File: config.mk
export PLATFORM = sky130hd
export DESIGN_NAME = alu_op_seq_flat
export DESIGN_NICKNAME = d
export VERILOG_FILES = /design/src/rtl/alu_op_seq_pkg.sv /design/src/rtl/alu_op_seq_if.sv /design/src/rtl/alu_op_seq_regfile.sv /design/src/rtl/alu_op_seq.sv /design/src/flat_wrapper.sv
export SDC_FILE = /design/constraint.sdc
export NUM_CORES = 1
export LEC_CHECK = 0
export CAP_MARGIN = 20
export CORE_ASPECT_RATIO = 0.7
export CORE_MARGIN = 5
export CORE_UTILIZATION = 40
export DETAILED_ROUTE_END_ITERATION = 6
export PLACE_DENSITY = 0.69
export SYNTH_ARGS = -nofsm -noshare
export SYNTH_HDL_FRONTEND = slang
export SYNTH_SLANG_ARGS = --single-unit
File: constraint.sdc
create_clock -name clk -period 1.2 [get_ports clk]
set_input_delay 0.12 -clock clk [delete_from_list [all_inputs] [get_ports clk]]
set_output_delay 0.12 -clock clk [all_outputs]
set_load 0.01 [all_outputs]
File: src/rtl/alu_op_seq_pkg.sv
`default_nettype none
// ============================================================================
//  Module      : alu_op_seq_pkg
//  Description : Shared widths, opcodes, FSM states and overflow helper for
//                the ALU command sequencer.
//  Revision    : 1.0 - initial release
// ============================================================================
package alu_op_seq_pkg;

    localparam int DW   = 5;
    localparam int NREG = 4;
    localparam int AW   = 2;

    // Opcodes share the ALU Sel encoding so alu_sel can be driven straight from them
    localparam logic [1:0] OP_ADD = 2'b00;
    localparam logic [1:0] OP_LDI = 2'b01;
    localparam logic [1:0] OP_MOV = 2'b10;
    localparam logic [1:0] OP_SUB = 2'b11;

    typedef enum logic [1:0] {
        ST_IDLE = 2'b00,
        ST_EXEC = 2'b01,
        ST_WB   = 2'b10
    } state_t;

    function automatic logic calc_ovf(
        input logic [1:0]    sel,
        input logic [DW-1:0] a,
        input logic [DW-1:0] b,
        input logic [DW-1:0] r
    );
        logic ovf;
        ovf = 1'b0;
        case (sel)
            OP_ADD:  ovf = (a[DW-1] == b[DW-1]) && (r[DW-1] != a[DW-1]);
            OP_SUB:  ovf = (a[DW-1] != b[DW-1]) && (r[DW-1] != a[DW-1]);
            default: ovf = 1'b0;
        endcase
        return ovf;
    endfunction

endpackage
`default_nettype wire

File: src/rtl/alu_op_seq_if.sv
`default_nettype none
// ============================================================================
//  Module      : alu_op_seq_if
//  Description : Command handshake and result strobe bundle of the sequencer.
//  Revision    : 1.0 - initial release
// ============================================================================
interface alu_op_seq_if;
    import alu_op_seq_pkg::*;

    logic          cmd_valid;
    logic          cmd_ready;
    logic [1:0]    cmd_op;
    logic [AW-1:0] cmd_dst;
    logic [AW-1:0] cmd_src1;
    logic [AW-1:0] cmd_src2;
    logic [DW-1:0] cmd_imm;
    logic          res_valid;
    logic [DW-1:0] res_data;
    logic [AW-1:0] res_dst;
    logic          res_ovf;

    modport master (
        output cmd_valid, cmd_op, cmd_dst, cmd_src1, cmd_src2, cmd_imm,
        input  cmd_ready, res_valid, res_data, res_dst, res_ovf
    );

    modport slave (
        input  cmd_valid, cmd_op, cmd_dst, cmd_src1, cmd_src2, cmd_imm,
        output cmd_ready, res_valid, res_data, res_dst, res_ovf
    );

endinterface
`default_nettype wire

File: src/rtl/alu_op_seq_regfile.sv
`default_nettype none
// ============================================================================
//  Module      : alu_op_seq_regfile
//  Description : NREG x DW register file, one sync write, three comb reads.
//  Revision    : 1.0 - initial release
// ============================================================================
module alu_op_seq_regfile
    import alu_op_seq_pkg::*;
(
    input  wire logic          clk,
    input  wire logic          rst_n,
    input  wire logic          i_we,
    input  wire logic [AW-1:0] i_waddr,
    input  wire logic [DW-1:0] i_wdata,
    input  wire logic [AW-1:0] i_raddr1,
    input  wire logic [AW-1:0] i_raddr2,
    input  wire logic [AW-1:0] i_raddr3,
    output logic      [DW-1:0] o_rdata1,
    output logic      [DW-1:0] o_rdata2,
    output logic      [DW-1:0] o_rdata3
);

    logic [NREG-1:0][DW-1:0] r_regs;

    always_ff @(posedge clk or negedge rst_n) begin
        if (!rst_n) begin
            r_regs <= '0;
        end else if (i_we) begin
            r_regs[i_waddr] <= i_wdata;
        end
    end

    assign o_rdata1 = r_regs[i_raddr1];
    assign o_rdata2 = r_regs[i_raddr2];
    assign o_rdata3 = r_regs[i_raddr3];

endmodule
`default_nettype wire

File: src/rtl/alu_op_seq.sv
`default_nettype none
// ============================================================================
//  Module      : alu_op_seq
//  Description : IDLE/EXEC/WB command sequencer feeding an external 5-bit ALU.
//  Revision    : 1.0 - initial release
// ============================================================================
module alu_op_seq
    import alu_op_seq_pkg::*;
(
    input  wire logic          clk,
    input  wire logic          rst_n,
    alu_op_seq_if.slave        cmd_if,
    output logic      [DW-1:0] alu_din1,
    output logic      [DW-1:0] alu_din2,
    output logic      [1:0]    alu_sel,
    input  wire logic [DW-1:0] alu_out,
    input  wire logic [AW-1:0] rd_addr,
    output logic      [DW-1:0] rd_data
);

    state_t        r_state;
    state_t        w_next_state;
    logic          w_ready;
    logic          w_wb;
    logic          w_accept;
    logic          w_ovf;
    logic [DW-1:0] w_src1_data;
    logic [DW-1:0] w_src2_data;
    logic [DW-1:0] r_din1;
    logic [DW-1:0] r_din2;
    logic [1:0]    r_sel;
    logic [AW-1:0] r_dst;
    logic [DW-1:0] r_res_data;
    logic [AW-1:0] r_res_dst;
    logic          r_res_ovf;

    alu_op_seq_regfile u_regfile (
        .clk      (clk),
        .rst_n    (rst_n),
        .i_we     (w_wb),
        .i_waddr  (r_res_dst),
        .i_wdata  (r_res_data),
        .i_raddr1 (cmd_if.cmd_src1),
        .i_raddr2 (cmd_if.cmd_src2),
        .i_raddr3 (rd_addr),
        .o_rdata1 (w_src1_data),
        .o_rdata2 (w_src2_data),
        .o_rdata3 (rd_data)
    );

    always_ff @(posedge clk or negedge rst_n) begin
        if (!rst_n) begin
            r_state <= ST_IDLE;
        end else begin
            r_state <= w_next_state;
        end
    end

    always_comb begin
        w_next_state = r_state;
        case (r_state)
            ST_IDLE: if (w_accept) w_next_state = ST_EXEC;
            ST_EXEC: w_next_state = ST_WB;
            ST_WB:   w_next_state = ST_IDLE;
            default: w_next_state = ST_IDLE;
        endcase
    end

    always_comb begin
        w_ready = 1'b0;
        w_wb    = 1'b0;
        case (r_state)
            ST_IDLE: w_ready = 1'b1;
            ST_WB:   w_wb    = 1'b1;
            default: ;
        endcase
    end

    assign w_accept = cmd_if.cmd_valid && w_ready;
    // Overflow is judged on the registered operands that the ALU is seeing now
    assign w_ovf    = calc_ovf(r_sel, r_din1, r_din2, alu_out);

    always_ff @(posedge clk or negedge rst_n) begin
        if (!rst_n) begin
            r_din1     <= '0;
            r_din2     <= '0;
            r_sel      <= '0;
            r_dst      <= '0;
            r_res_data <= '0;
            r_res_dst  <= '0;
            r_res_ovf  <= 1'b0;
        end else begin
            if (w_accept) begin
                r_sel <= cmd_if.cmd_op;
                r_dst <= cmd_if.cmd_dst;
                case (cmd_if.cmd_op)
                    OP_LDI: begin
                        r_din1 <= cmd_if.cmd_imm;
                        r_din2 <= '0;
                    end
                    OP_MOV: begin
                        r_din1 <= w_src1_data;
                        r_din2 <= '0;
                    end
                    default: begin
                        r_din1 <= w_src1_data;
                        r_din2 <= w_src2_data;
                    end
                endcase
            end
            if (r_state == ST_EXEC) begin
                r_res_data <= alu_out;
                r_res_dst  <= r_dst;
                r_res_ovf  <= w_ovf;
            end
        end
    end

    assign alu_din1         = r_din1;
    assign alu_din2         = r_din2;
    assign alu_sel          = r_sel;
    assign cmd_if.cmd_ready = w_ready;
    assign cmd_if.res_valid = w_wb;
    assign cmd_if.res_data  = r_res_data;
    assign cmd_if.res_dst   = r_res_dst;
    assign cmd_if.res_ovf   = r_res_ovf;

endmodule
`default_nettype wire
File: src/flat_wrapper.sv
// flat-port wrapper written by rule: the top's interface ports become plain ports
module alu_op_seq_flat import alu_op_seq_pkg::*;
  (clk, rst_n, alu_din1, alu_din2, alu_sel, alu_out, rd_addr, rd_data, cmd_if_cmd_valid, cmd_if_cmd_op, cmd_if_cmd_dst, cmd_if_cmd_src1, cmd_if_cmd_src2, cmd_if_cmd_imm, cmd_if_cmd_ready, cmd_if_res_valid, cmd_if_res_data, cmd_if_res_dst, cmd_if_res_ovf);
  alu_op_seq_if cmd_if_i ();
  input  wire logic clk;
  input  wire logic rst_n;
  output logic      [DW-1:0] alu_din1;
  output logic      [DW-1:0] alu_din2;
  output logic      [1:0] alu_sel;
  input  wire logic [DW-1:0] alu_out;
  input  wire logic [AW-1:0] rd_addr;
  output logic      [DW-1:0] rd_data;
  input wire logic [$bits(cmd_if_i.cmd_valid)-1:0] cmd_if_cmd_valid;
  input wire logic [$bits(cmd_if_i.cmd_op)-1:0] cmd_if_cmd_op;
  input wire logic [$bits(cmd_if_i.cmd_dst)-1:0] cmd_if_cmd_dst;
  input wire logic [$bits(cmd_if_i.cmd_src1)-1:0] cmd_if_cmd_src1;
  input wire logic [$bits(cmd_if_i.cmd_src2)-1:0] cmd_if_cmd_src2;
  input wire logic [$bits(cmd_if_i.cmd_imm)-1:0] cmd_if_cmd_imm;
  output wire logic [$bits(cmd_if_i.cmd_ready)-1:0] cmd_if_cmd_ready;
  output wire logic [$bits(cmd_if_i.res_valid)-1:0] cmd_if_res_valid;
  output wire logic [$bits(cmd_if_i.res_data)-1:0] cmd_if_res_data;
  output wire logic [$bits(cmd_if_i.res_dst)-1:0] cmd_if_res_dst;
  output wire logic [$bits(cmd_if_i.res_ovf)-1:0] cmd_if_res_ovf;
  assign cmd_if_i.cmd_valid = cmd_if_cmd_valid;
  assign cmd_if_i.cmd_op = cmd_if_cmd_op;
  assign cmd_if_i.cmd_dst = cmd_if_cmd_dst;
  assign cmd_if_i.cmd_src1 = cmd_if_cmd_src1;
  assign cmd_if_i.cmd_src2 = cmd_if_cmd_src2;
  assign cmd_if_i.cmd_imm = cmd_if_cmd_imm;
  assign cmd_if_cmd_ready = cmd_if_i.cmd_ready;
  assign cmd_if_res_valid = cmd_if_i.res_valid;
  assign cmd_if_res_data = cmd_if_i.res_data;
  assign cmd_if_res_dst = cmd_if_i.res_dst;
  assign cmd_if_res_ovf = cmd_if_i.res_ovf;
  alu_op_seq u_core (.clk(clk), .rst_n(rst_n), .cmd_if(cmd_if_i), .alu_din1(alu_din1), .alu_din2(alu_din2), .alu_sel(alu_sel), .alu_out(alu_out), .rd_addr(rd_addr), .rd_data(rd_data));
endmodule
**Word-level counts from Yosys, hierarchy flattened**

Cells that the tools add are included.

- Add/sub/neg operators: 0
- Multipliers: 0
- Div/mod/pow operators: 0
- Magnitude comparators: 5
- Eq/ne operators: 9
- Shifts and indexed selects: 0
- Mux-type cells: 16
- Bitwise operators: 0
- Reduce and logical (&&, ||, !) cells: 7

Operator list:

| operator | number |
|---|---|
| $bmux 5 s2 | 3 |
| $mux 5 | 6 |
| $bwmux 20 | 1 |
| $lt 2x3->1 const B | 4 |
| $demux 5 s2 | 1 |
| $eq 2x2->1 const B | 3 |
| $eq 2x1->1 const B | 2 |
| $logic_and 1x1->1 | 4 |
| $logic_not 2->1 | 2 |
| $pmux 2 s2 | 1 |
| $ge 2x1->1 const B | 1 |
| $mux 1 | 2 |
| $mux 2 | 1 |
| $ne 1x1->1 | 2 |
| $ne 2x1->1 const B | 1 |
| $pmux 1 s2 | 1 |
| $reduce_or 2->1 | 1 |
| $eq 1x1->1 | 1 |

- Register bits after elaboration: 44
- Bits in latches: 0
- Bits in writable memories: 0
- Bits in read-only memories: 0
- Input bits: 23
- Word-level logic and storage cells: 49
- Memories kept: 0

**Depth between registers and ports, before layout**

Gate-level depths: netlist of the first run.

- Depth in word-level cells: 5
- Mapped depth: 6
- Mapped depth without buffers: 5

**Hierarchy**

From an unflattened synthesis of the first run, not the netlist that was laid out.

- Cell total of the unflattened synthesis: 148
- Area, all modules: 2220.9 um2

By module, submodules not included:

| module | times used | cells each | area an instance (um2) |
|---|---|---|---|
| alu_op_seq_regfile | 1 | 62 | 1158.6 |
| alu_op_seq | 1 | 86 | 1062.3 |

**Worst setup path after synthesis of the first run**

OpenSTA, ideal clock, no wires.

- Path type: reg-to-reg
- From: reg u_core.r_state[0]
- To: reg u_core.r_sel[0] (netlist: u_core.alu_sel[0])
- Setup time: 125 ps
- Arrival time: 1212 ps
- Data required time: 1075 ps
- Slack: -137 ps
- Cell stages (with the launch flop): 5
- Buffers on the path: 0
- Clock period less this slack: 1337 ps
- Cells stage by stage: dfrtp_1 > nor2_1 > nand2_2 > inv_2 > mux2_2

- Cells in the longest elaborated chain, start to end: 3

Ends and longest elaborated chain:

| what | RTL line | RTL |
|---|---|---|
| start, declared | alu_op_seq.sv:21 | `state_t r_state;` |
| start signal, assigned | alu_op_seq.sv:55 | `r_state <= w_next_state;` |
| $logic_not 2->1 | alu_op_seq.sv:72 | `case (r_state)` |
| $mux 1 | alu_op_seq.sv:72 |  |
| via cmd_if_cmd_ready | flat_wrapper.sv:19 | `output wire logic [$bits(cmd_if_i.cmd_ready)-1:0] cmd_if_cmd_ready;` |
| $logic_and 1x1->1 | alu_op_seq.sv:79 | `assign w_accept = cmd_if.cmd_valid && w_ready;` |
| end signal, assigned | alu_op_seq.sv:94 | `r_sel <= cmd_if.cmd_op;` |
| end, declared | alu_op_seq.sv:31 | `logic [1:0] r_sel;` |

The timed path passes the listed nets, and every way through them passes these cells.
A chain may end at the register's enable or synchronous reset.

**Final worst setup path of the first run**

- From: reg u_core.u_regfile.r_regs[18] (netlist bit)
- To: out rd_data[3]

- Cells in the longest elaborated chain, start to end: 2

Ends and longest elaborated chain:

| what | RTL line | RTL |
|---|---|---|
| start, declared | alu_op_seq_regfile.sv:23 | `logic [NREG-1:0][DW-1:0] r_regs;` |
| start signal, assigned by index | alu_op_seq_regfile.sv:29 | `r_regs[i_waddr] <= i_wdata;` |
| $bmux 5 s2 | alu_op_seq_regfile.sv:35 | `assign o_rdata3 = r_regs[i_raddr3];` |
| $mux 5 (implied by the code) | alu_op_seq_regfile.sv:35 |  |
| end, declared | flat_wrapper.sv:12 | `output logic [DW-1:0] rd_data;` |

No other way between the ends. The select of a mux whose other input is x is not followed.

==> impl_metrics.py, run 1 <==
metrics = {
    "clocking": {
        "cts_tree": "yes",
        "path_clk_slew_ps": 80,
        "cts_buffer_depth": 2,
        "cts_buffers": 5,
        "h-tree-depth": 2,
        "cts.sink_count": 44,
        "cts-root-buf": "clkbuf_8",
        "clock_latency_ps": 300,
    },
    "synth": {
        "synth_top_family_by_area": "multiplexers",
        "synthAdderAreaFrac_pct": 1.16,
        "postSynthAreaPerCell_sq_um": 15.7,
        "synth-seq-area-share_pct": 51.2,
        "yosys_warnings": 0,
        "ys_ff_latch": 44,
        "synthDistinctLibCells": 23,
        "syn_nets": 162,
        "synth.mux.area_fraction_pct": 35.2,
        "yosys.area_share.simple_pct": 5.41,
        "synth_compound_area_share_pct": 3.20,
        "synth_area_leader_cell": "dfrtp_1",
        "synth_cells": 137,
        "yosys-top-cells-area": "dfrtp_1, mux2_2, mux4_2, mux2i_1, a22o_1",
        "synth_xor_area_share_pct": 0.407,
        "synth_top_area_share_pct": 51.2,
        "synthesis.area_sq_um": 2150,
    },
    "timing": {
        "finClkSkew_ps": 4.71,
        "period_needed_ps": 1450,
        "grt_setup_unrepaired": "yes",
        "max_freq_mhz": 691,
        "finalHoldViolations": 0,
        "slew_violations": 0,
        "setup_tns_ps": -6100,
        "worstMarginPinSlew_ps": 349,
        "finalWorstSetupSlack_ps": -248,
        "min_period_over_period_pct": 121,
        "setup_viol": 48,
        "relSlewSlack_pct": 76.7,
    },
    "critical_path": {
        "cp.required_ps": 1080,
        "endpoint_kind": "primary output",
        "crit_path_start_kind": "flop",
        "reg2reg_from": "u_core.r_state[0]",
        "slowest_delay_ps": 490,
        "critPathMaxFanout": 2,
        "setup.worst_path.class": "flop to primary output",
        "crit_arrival_ps": 1330,
        "crit_start": "u_core.u_regfile.r_regs[18]",
        "slowest_stage": "mux4_2",
        "critical-path-top-delay-family": "multiplexers",
        "cp_cell_sequence": "mux4_2 > buf_6",
        "critPathBufInv": 1,
    },
    "routing": {
        "drt_iter0_drc": 59,
        "vias": 1523,
        "drtAntennaViolNets": 0,
        "firstDrtPassIters": 4,
        "wl_um": 5570,
        "drcViolationCount": 0,
        "post_drt_wl_per_cell_um": 18.3,
        "viasPerCell": 4.99,
    },
    "placement": {
        "dpl.cell_count": 289,
        "dp_slack_ps": -685,
        "io_buffers": 49,
        "gp_congestion": 0.805,
        "place_hpwl_um": 4110,
    },
    "global_routing": {
        "grt_use_total_pct": 16.8,
        "overflow": 0,
        "grt_pass1_wl_um": 9210,
        "grt_pass1_vias": 1722,
        "antenna_found_initial": 0,
        "grt_max_degree": 45,
    },
    "power_and_ir_drop": {
        "p_per_area_nw_per_um2": 2280,
        "ir_worst_vdd_v": 0.00114,
        "leakage_nw": 1.57,
    },
    "finish": {
        "finalNetCount": 258,
        "diodes": 0,
        "stdcell_count": 305,
        "syn_to_final_growth_pct": 58.9,
        "n_fill_cell": 401,
        "drive_gt1_share_pct": 53.6,
    },
    "flow_run": {
        "cap_violations": 0,
    },
    "die": {
        "die_h_um": 71.4,
        "ioPinCount": 50,
        "rows": 22,
        "start_util_pct": 41.1,
        "chipWidth_um": 97.7,
        "die_area_sq_um": 6970,
        "core_sq_um": 5230,
    },
    "worst_hold_path": {
        "worstHoldPathType": "input pin to async pin",
    },
    "outcome": {
        "status": "finished with violations",
        "violations": "setup timing",
    },
}
[area by class of cell]
type / instances / area [sq um] / share of cell area, %
clock inverters: 2 / 60.1 / 1.76
repair buffers: 97 / 957 / 28.0
inverters: 3 / 16.3 / 0.476
well taps: 72 / 90.1 / 2.63
multi-input cells: 82 / 1120 / 32.9
clock buffers: 5 / 68.8 / 2.01
flip-flops and latches: 44 / 1100 / 32.2
[synth_stat cells (all sizes together)]
library cell  number
buf                8
and2b              1
nor3b              3
nand3              1
a22o               5
mux4              15
and2               1
ha                 2
xnor2              1
mux2i              7
and3b              2
dfrtp             44
inv                3
nor2               6
nor2b              1
a21oi              5
mux2              31
nand2              1
[state kept, by name, indices dropped and copies added, names as in the netlist]
signal	cells
u_core.r_dst	2
u_core.alu_sel	2
u_core.alu_din1	5
u_core.cmd_if.res_data	5
u_core.cmd_if.res_ovf	1
u_core.cmd_if.res_dst	2
u_core.alu_din2	5
u_core.u_regfile.r_regs	20
u_core.r_state	2
[worst reg2reg max path, stage by stage (launching register included)]
cell and delay (ps):
dfrtp_1 430, nor2b_4 180, nor3b_4 210, buf_6 160, mux2_4 300
[logic make-up after synthesis]
kind of cell | Yosys count
xor gates and xnor gates | 1
muxes | 53
adders and majority gates | 2
AOI/OAI and AO/OA | 10
DFF | 44
buffers and inverters | 11
and+or+nand+nor | 16
[stage by stage]
| step | util (%) | area, sq um | power (mW) | hold WS, ps |
|---|---|---|---|---|
| after CTS | 64.2 | 3360 | 7.64 | 334 |
| after global placement | 58.7 | 3070 | 5.94 | 110 |
| after global routing | 65.4 | 3420 | 8.26 | 364 |
| after detailed placement | 58.7 | 3070 | 6.09 | 119 |
| final | 65.4 | 3420 | 7.81 | 322 |
| after floorplan | - | 2200 | 4.14 | -176 |
[cells in the final DEF (no fill, tap or decap), drive strengths merged, types with 2 or more instances in the layout]
master	count
buf	55
dfrtp	44
mux2	31
clkdlybuf4s50	20
dlygate4sd2	17
mux4	15
clkbuf	8
mux2i	7
nor2	6
a22o	5
a21oi	5
nor3b	3
inv	2
and3b	2
bufinv	2
ha	2
[worst paths after layout]
kind	end	slack (ps)	cells past startpoint
setup / recovery	rd_data[3]	-250	2
hold / removal	u_core.r_dst[0]	320	3
setup reg to reg	u_core.u_regfile.r_regs[0]	-200	4
hold reg to reg	u_core.alu_din2[3]	510	1
max in group asynchronous	u_core.cmd_if.res_dst[1]	670	3
min in group clk	u_core.cmd_if.res_data[0]	430	2
[power breakdown]
part	switching, mW	internal [mW]
combinational	1.42	2.57
clock	0.502	0.819
sequential	0.406	2.10
total	2.32	5.49
[repair_timing]
| item | 4_1_cts | 5_1_grt |
|---|---|---|
| endpoints found under the hold margin | 44 | 0 |
| buffers inserted | 7 | 1 |
| hold buffers | 1 | 0 |
| setup endpoints to repair | 69 | 52 |
| pin swaps | 12 | 6 |
| gates resized for setup | 90 | 18 |
[metal layers]
metal  up-vias  part of all wire (%)  GRT usage [%]  wire, um
met5         -                     0              0         0
met4         0                  0.52           2.61        29
met3         5                   4.6           4.57       254
met2        35                    49           28.6      2750
met1       774                    46           22.4      2540
li1        709                     -              -         -
Power figures use the tool's default switching activity.
==> run 2: changes to the inputs <==
--- a/config.mk
+++ b/config.mk
@@ -6,9 +6,10 @@
 export NUM_CORES = 1
 export LEC_CHECK = 0
 export CAP_MARGIN = 20
-export CORE_ASPECT_RATIO = 0.7
+export CORE_ASPECT_RATIO = 1.2
 export CORE_MARGIN = 5
 export CORE_UTILIZATION = 40
+export CTS_BUF_LIST = sky130_fd_sc_hd__clkbuf_2
 export DETAILED_ROUTE_END_ITERATION = 6
 export PLACE_DENSITY = 0.69
 export SYNTH_ARGS = -nofsm -noshare
==> run 2 against run 1 <==
The flow still finishes with violations (setup timing). Worst hold slack got worse by 160 ps. Count of clock-buffer cells in the layout rose by 2. First-iteration DRC count up 1.7%. Combinational power up 8.0%. Critical path depth unchanged. Cell count up 3.0%. Critical path type unchanged. Largest cell class unchanged.
==> impl_metrics.py, run 2 (synthesized netlist as in run 1, its figures left out) <==
metrics = {
    "critical_path": {
        "endpoint_kind": "primary output",
        "crit_path_start_kind": "flop",
        "cp.required_ps": 1080,
        "crit_arrival_ps": 1470,
        "r2r_cells": 5,
        "critPathMaxFanout": 2,
        "ff2ff_setup_slack_ps": -290,
        "setup.worst_path.class": "flop to primary output",
        "r2r-end": "u_core.alu_din1[1]",
        "reg2reg_from": "u_core.u_regfile.r_regs[16]",
    },
    "timing": {
        "min_period_over_period_pct": 133,
        "max_freq_mhz": 629,
        "grt_setup_unrepaired": "yes",
        "finalHoldViolations": 0,
        "setup_viol": 52,
        "worstMarginPinSlew_ps": 308,
        "slew_violations": 0,
        "finClkSkew_ps": 12.6,
        "whs_ps": 165,
        "period_needed_ps": 1590,
        "relSlewSlack_pct": 79.4,
        "finalWorstSetupSlack_ps": -391,
    },
    "clocking": {
        "clock_latency_ps": 410,
        "cts_buffers": 5,
        "cts_buffer_depth": 2,
        "cts.sink_count": 44,
        "cts_tree": "yes",
        "cts-root-buf": "clkbuf_2",
        "h-tree-depth": 2,
        "path_clk_slew_ps": 220,
    },
    "global_routing": {
        "overflow": 0,
        "antenna_found_initial": 0,
        "grt_use_total_pct": 17.4,
        "grt_pass1_vias": 1837,
        "grt_pass1_wl_um": 9600,
        "grt_max_degree": 45,
    },
    "finish": {
        "finalNetCount": 276,
        "largest_register": "u_core.u_regfile.r_regs",
        "postLayoutCellArea_sq_um": 3440,
        "diodes": 0,
        "syn_to_final_growth_pct": 59.7,
        "final_common_cell": "dfrtp_1",
        "layout_common_cells": "dfrtp_1, buf_4, buf_6, mux2_4, clkdlybuf4s50_1",
        "largest_reg_flops": 20,
        "drive_gt1_share_pct": 63.5,
    },
    "outcome": {
        "violations": "setup timing",
        "status": "finished with violations",
    },
    "power_and_ir_drop": {
        "p_per_area_nw_per_um2": 2150,
        "leakage_nw": 1.61,
        "ir_worst_vdd_v": 0.000826,
    },
    "placement": {
        "io_buffers": 49,
        "place_hpwl_um": 4050,
        "gp_congestion": 0.783,
        "placed_area_sq_um": 3090,
    },
    "die": {
        "die_h_um": 90.4,
        "rows": 29,
        "die_area_sq_um": 6950,
        "ioPinCount": 50,
        "start_util_pct": 40.9,
        "core_sq_um": 5260,
        "chipWidth_um": 77.0,
    },
    "routing": {
        "drtAntennaViolNets": 0,
        "post_drt_wl_per_cell_um": 18.3,
        "drcViolationCount": 0,
        "wl_um": 5760,
        "viasPerCell": 5.16,
        "vias": 1619,
        "firstDrtPassIters": 4,
        "drt_iter0_drc": 60,
    },
    "worst_hold_path": {
        "worstHoldPathType": "input pin to async pin",
    },
    "flow_run": {
        "cap_violations": 0,
    },
}
run 2: power by group:
part / internal [mW] / switching (mW)
Clock: 0.156 / 0.471
Sequential: 2.09 / 0.377
Combinational: 2.79 / 1.51
Total: 5.03 / 2.36
run 2: how the worst max path moves through the flow:
stage                                      startpoint  slack, ps  cells after the start                          to
after floorplan                     u_core.r_state[0]       -140                      3  u_core.u_regfile.r_regs[0]
after global placement                     rd_addr[0]       -700                      4                  rd_data[0]
after detailed placement                   rd_addr[0]       -700                      4                  rd_data[0]
after CTS                 u_core.u_regfile.r_regs[16]       -430                      2                  rd_data[1]
after global routing      u_core.u_regfile.r_regs[14]       -470                      2                  rd_data[4]
final                     u_core.u_regfile.r_regs[11]       -390                      2                  rd_data[1]
run 2: layout make-up:
class	count	area, sq um
Multi-Input combinational cell	82	1130
Fill cell	380	1830
Clock inverter	1	3.75
Inverter	3	16.3
Tap cell	62	77.6
Clock buffer	7	35.0
Timing Repair Buffer	114	1060
Sequential cell	44	1100
Timing Repair inverter	1	7.51
run 2: timing repair:
item,CTS,global route
buffers inserted,20,7
hold buffers,1,0
endpoints found under the setup margin,69,58
pin swaps,9,7
resized for setup,155,12
endpoints found under the hold margin,44,0
cloned,1,0
run 2: through the flow:
stage               total power, mW  TNS (ps)  setup WS, ps  instances  util, %
CTS                            7.22     -9220          -432        309     64.5
detailed placement             6.08    -12210          -702        283     58.7
global route                   7.84    -12020          -471        314     65.3
finish                         7.39     -9690          -391        314     65.3
global placement               5.91    -11290          -697        283     58.7
floorplan                      4.14     -1820          -135        137        -
run 2: per-layer routing:
metal  vias to the layer above  track usage, %  part of all wire [%]
li1                        742               -                     -
met1                       820            21.0                    39
met2                        49            30.9                    54
met3                         8            3.89                   5.3
met4                         0            4.37                   1.5
met5                         -               0                     0
run 2: critical path: stages, from the launching register on:
cell and delay, ps:
dfrtp_1 450, mux4_2 480, buf_6 140
==> run 3: changes to the inputs <==
--- a/config.mk
+++ b/config.mk
@@ -5,13 +5,13 @@
 export SDC_FILE = /design/constraint.sdc
 export NUM_CORES = 1
 export LEC_CHECK = 0
-export CAP_MARGIN = 20
+export CAP_MARGIN = 40
 export CORE_ASPECT_RATIO = 1.2
 export CORE_MARGIN = 5
 export CORE_UTILIZATION = 40
 export CTS_BUF_LIST = sky130_fd_sc_hd__clkbuf_2
 export DETAILED_ROUTE_END_ITERATION = 6
-export PLACE_DENSITY = 0.69
+export PLACE_DENSITY = 0.73
 export SYNTH_ARGS = -nofsm -noshare
 export SYNTH_HDL_FRONTEND = slang
 export SYNTH_SLANG_ARGS = --single-unit
==> run 3 against run 2 <==
The run still ends with setup timing left. Combinational power about the same. Largest power group unchanged. Critical path type unchanged. Flip-flop and latch count unchanged. Cell area shrank 0.22%. Register-to-register slack got worse by 30 ps. Clock skew decreased by 3.6 ps. Maximum frequency shrank 3.0%. Non-clock buffer count up 4. Power increased by 0.26%. Clock power shrank 2%. Cell count increased by 0.96%. Worst hold slack got worse by 9.2 ps. Die area unchanged.
==> impl_metrics.py, run 3 (synthesized netlist as in run 1, its figures left out) <==
metrics = {
    "placement": {
        "dp_slack_ps": -690,
        "io_buffers": 49,
        "dpl.cell_count": 281,
        "place_hpwl_um": 4180,
        "gp_congestion": 0.777,
    },
    "die": {
        "start_util_pct": 40.9,
        "chipWidth_um": 77.0,
        "die_h_um": 90.4,
        "die_area_sq_um": 6950,
        "core_sq_um": 5260,
        "ioPinCount": 50,
        "rows": 29,
    },
    "timing": {
        "finClkSkew_ps": 9.00,
        "finalWorstSetupSlack_ps": -440,
        "min_period_over_period_pct": 137,
        "grt_setup_unrepaired": "yes",
        "setup_viol": 52,
        "finalHoldViolations": 0,
        "period_needed_ps": 1640,
        "max_freq_mhz": 610,
        "slew_violations": 0,
        "whs_ps": 156,
        "worstMarginPinSlew_ps": 331,
        "relSlewSlack_pct": 77.9,
    },
    "finish": {
        "syn_to_final_growth_pct": 59.3,
        "diodes": 0,
        "largest_reg_flops": 20,
        "finalNetCount": 279,
        "largest_register": "u_core.u_regfile.r_regs",
        "drive_gt1_share_pct": 64.3,
        "stdcell_count": 317,
        "layout_common_cells": "buf_4, dfrtp_1, buf_6, mux2_4, clkdlybuf4s50_1",
    },
    "critical_path": {
        "critPathMaxFanout": 2,
        "endpoint_kind": "primary output",
        "setup.worst_path.class": "flop to primary output",
        "cp.required_ps": 1080,
        "crit_path_start_kind": "flop",
        "crit_arrival_ps": 1520,
    },
    "clocking": {
        "cts_buffers": 5,
        "h-tree-depth": 2,
        "path_clk_slew_ps": 220,
        "cts_tree": "yes",
        "cts.sink_count": 44,
        "cts_buffer_depth": 2,
        "clock_latency_ps": 420,
        "cts-root-buf": "clkbuf_2",
    },
    "outcome": {
        "status": "finished with violations",
        "violations": "setup timing",
    },
    "power_and_ir_drop": {
        "p_seq_share_pct": 33.7,
        "p_switching_mw": 2.44,
        "swShare_pct": 33.0,
        "leakage_nw": 1.60,
        "ir_worst_vdd_v": 0.000845,
        "power_frac_comb_pct": 58.0,
        "p_per_area_nw_per_um2": 2160,
        "internal_power_mw": 4.97,
        "clkPwrFrac_pct": 8.3,
    },
    "routing": {
        "viasPerCell": 5.27,
        "drtAntennaViolNets": 0,
        "wl_um": 6060,
        "post_drt_wl_per_cell_um": 19.1,
        "drt_iter0_drc": 132,
        "drcViolationCount": 0,
        "firstDrtPassIters": 4,
        "vias": 1671,
    },
    "global_routing": {
        "antenna_found_initial": 0,
        "grt_pass1_wl_um": 9920,
        "overflow": 0,
        "grt_max_degree": 45,
        "grt_use_total_pct": 17.9,
        "grt_pass1_vias": 1878,
    },
    "flow_run": {
        "cap_violations": 0,
    },
    "worst_hold_path": {
        "worstHoldPathType": "input pin to async pin",
    },
}
## run 3: cell types whose count changed in the layout (fill, tap and decap cells not counted), moves of 2 or more
cell | previous run | this run
buf_4 | 38 | 43
mux2_4 | 27 | 21
mux2_2 | 4 | 10
clkinv_2 | 0 | 2
buf_2 | 15 | 13
## run 3: repair_timing
item,in CTS,in global routing
setup buffers,23,9
resized for setup,142,18
hold buffers,1,0
hold endpoints to repair,44,0
endpoints found under the setup margin,69,61
pin swaps,13,7
## run 3: cell type report
| type | instances | area (sq um) |
|---|---|---|
| Clock buffer | 5 | 25.0 |
| Fill cell | 370 | 1830 |
| Inverter | 3 | 16.3 |
| Tap cell | 62 | 77.6 |
| Sequential cell | 44 | 1100 |
| Multi-Input combinational cell | 82 | 1110 |
| Timing Repair Buffer | 118 | 1090 |
| Clock inverter | 3 | 13.8 |
## run 3: path summary, 6_finish.rpt
path                                        startpoint                         to  slack, ps  depth (start not counted)
max reg2reg                u_core.u_regfile.r_regs[17]         u_core.alu_din1[2]       -320                          5
max                        u_core.u_regfile.r_regs[17]                 rd_data[2]       -440                          2
max in group asynchronous                        rst_n   u_core.cmd_if.res_dst[1]        810                          3
min                                              rst_n          u_core.alu_sel[1]        160                          3
min in group clk                            alu_out[2]  u_core.cmd_if.res_data[2]        310                          2
min reg2reg                      u_core.cmd_if.res_ovf      u_core.cmd_if.res_ovf        540                          2
## run 3: per-layer routing
layer  global-route usage [%]  share of wire (%)  vias to the layer above
li1                         -                  -                      748
met1                     22.4                 39                      846
met2                     30.5                 53                       69
met3                     3.89                6.6                        8
met4                     5.98                1.2                        0
met5                        0                  0                        -
## run 3: critical path: stages (launching register included)
cell and delay (ps):
dfrtp_1 460, mux4_2 510, buf_6 140
## run 3: power groups by stage
| stage | sequential [mW] | combinational (mW) | clock, mW |
|---|---|---|---|
| finish | 2.50 | 4.30 | 0.617 |
| floorplan | 2.68 | 1.45 | 0 |
| global placement | 2.51 | 3.37 | 0 |
| global route | 2.56 | 4.57 | 0.698 |
| detailed placement | 2.55 | 3.50 | 0 |
| CTS | 2.45 | 4.09 | 0.625 |
## run 3: stage by stage
| step | util [%] | total power, mW | setup TNS (ps) | cell area [sq um] |
|---|---|---|---|---|
| final | 65.2 | 7.41 | -10190 | 3430 |
| after global routing | 65.2 | 7.82 | -12740 | 3430 |
| after CTS | 64.5 | 7.16 | -9000 | 3400 |
| after detailed placement | 58.4 | 6.05 | -12040 | 3070 |
| after global placement | 58.4 | 5.88 | -10530 | 3070 |
| after floorplan | - | 4.14 | -1820 | 2200 |
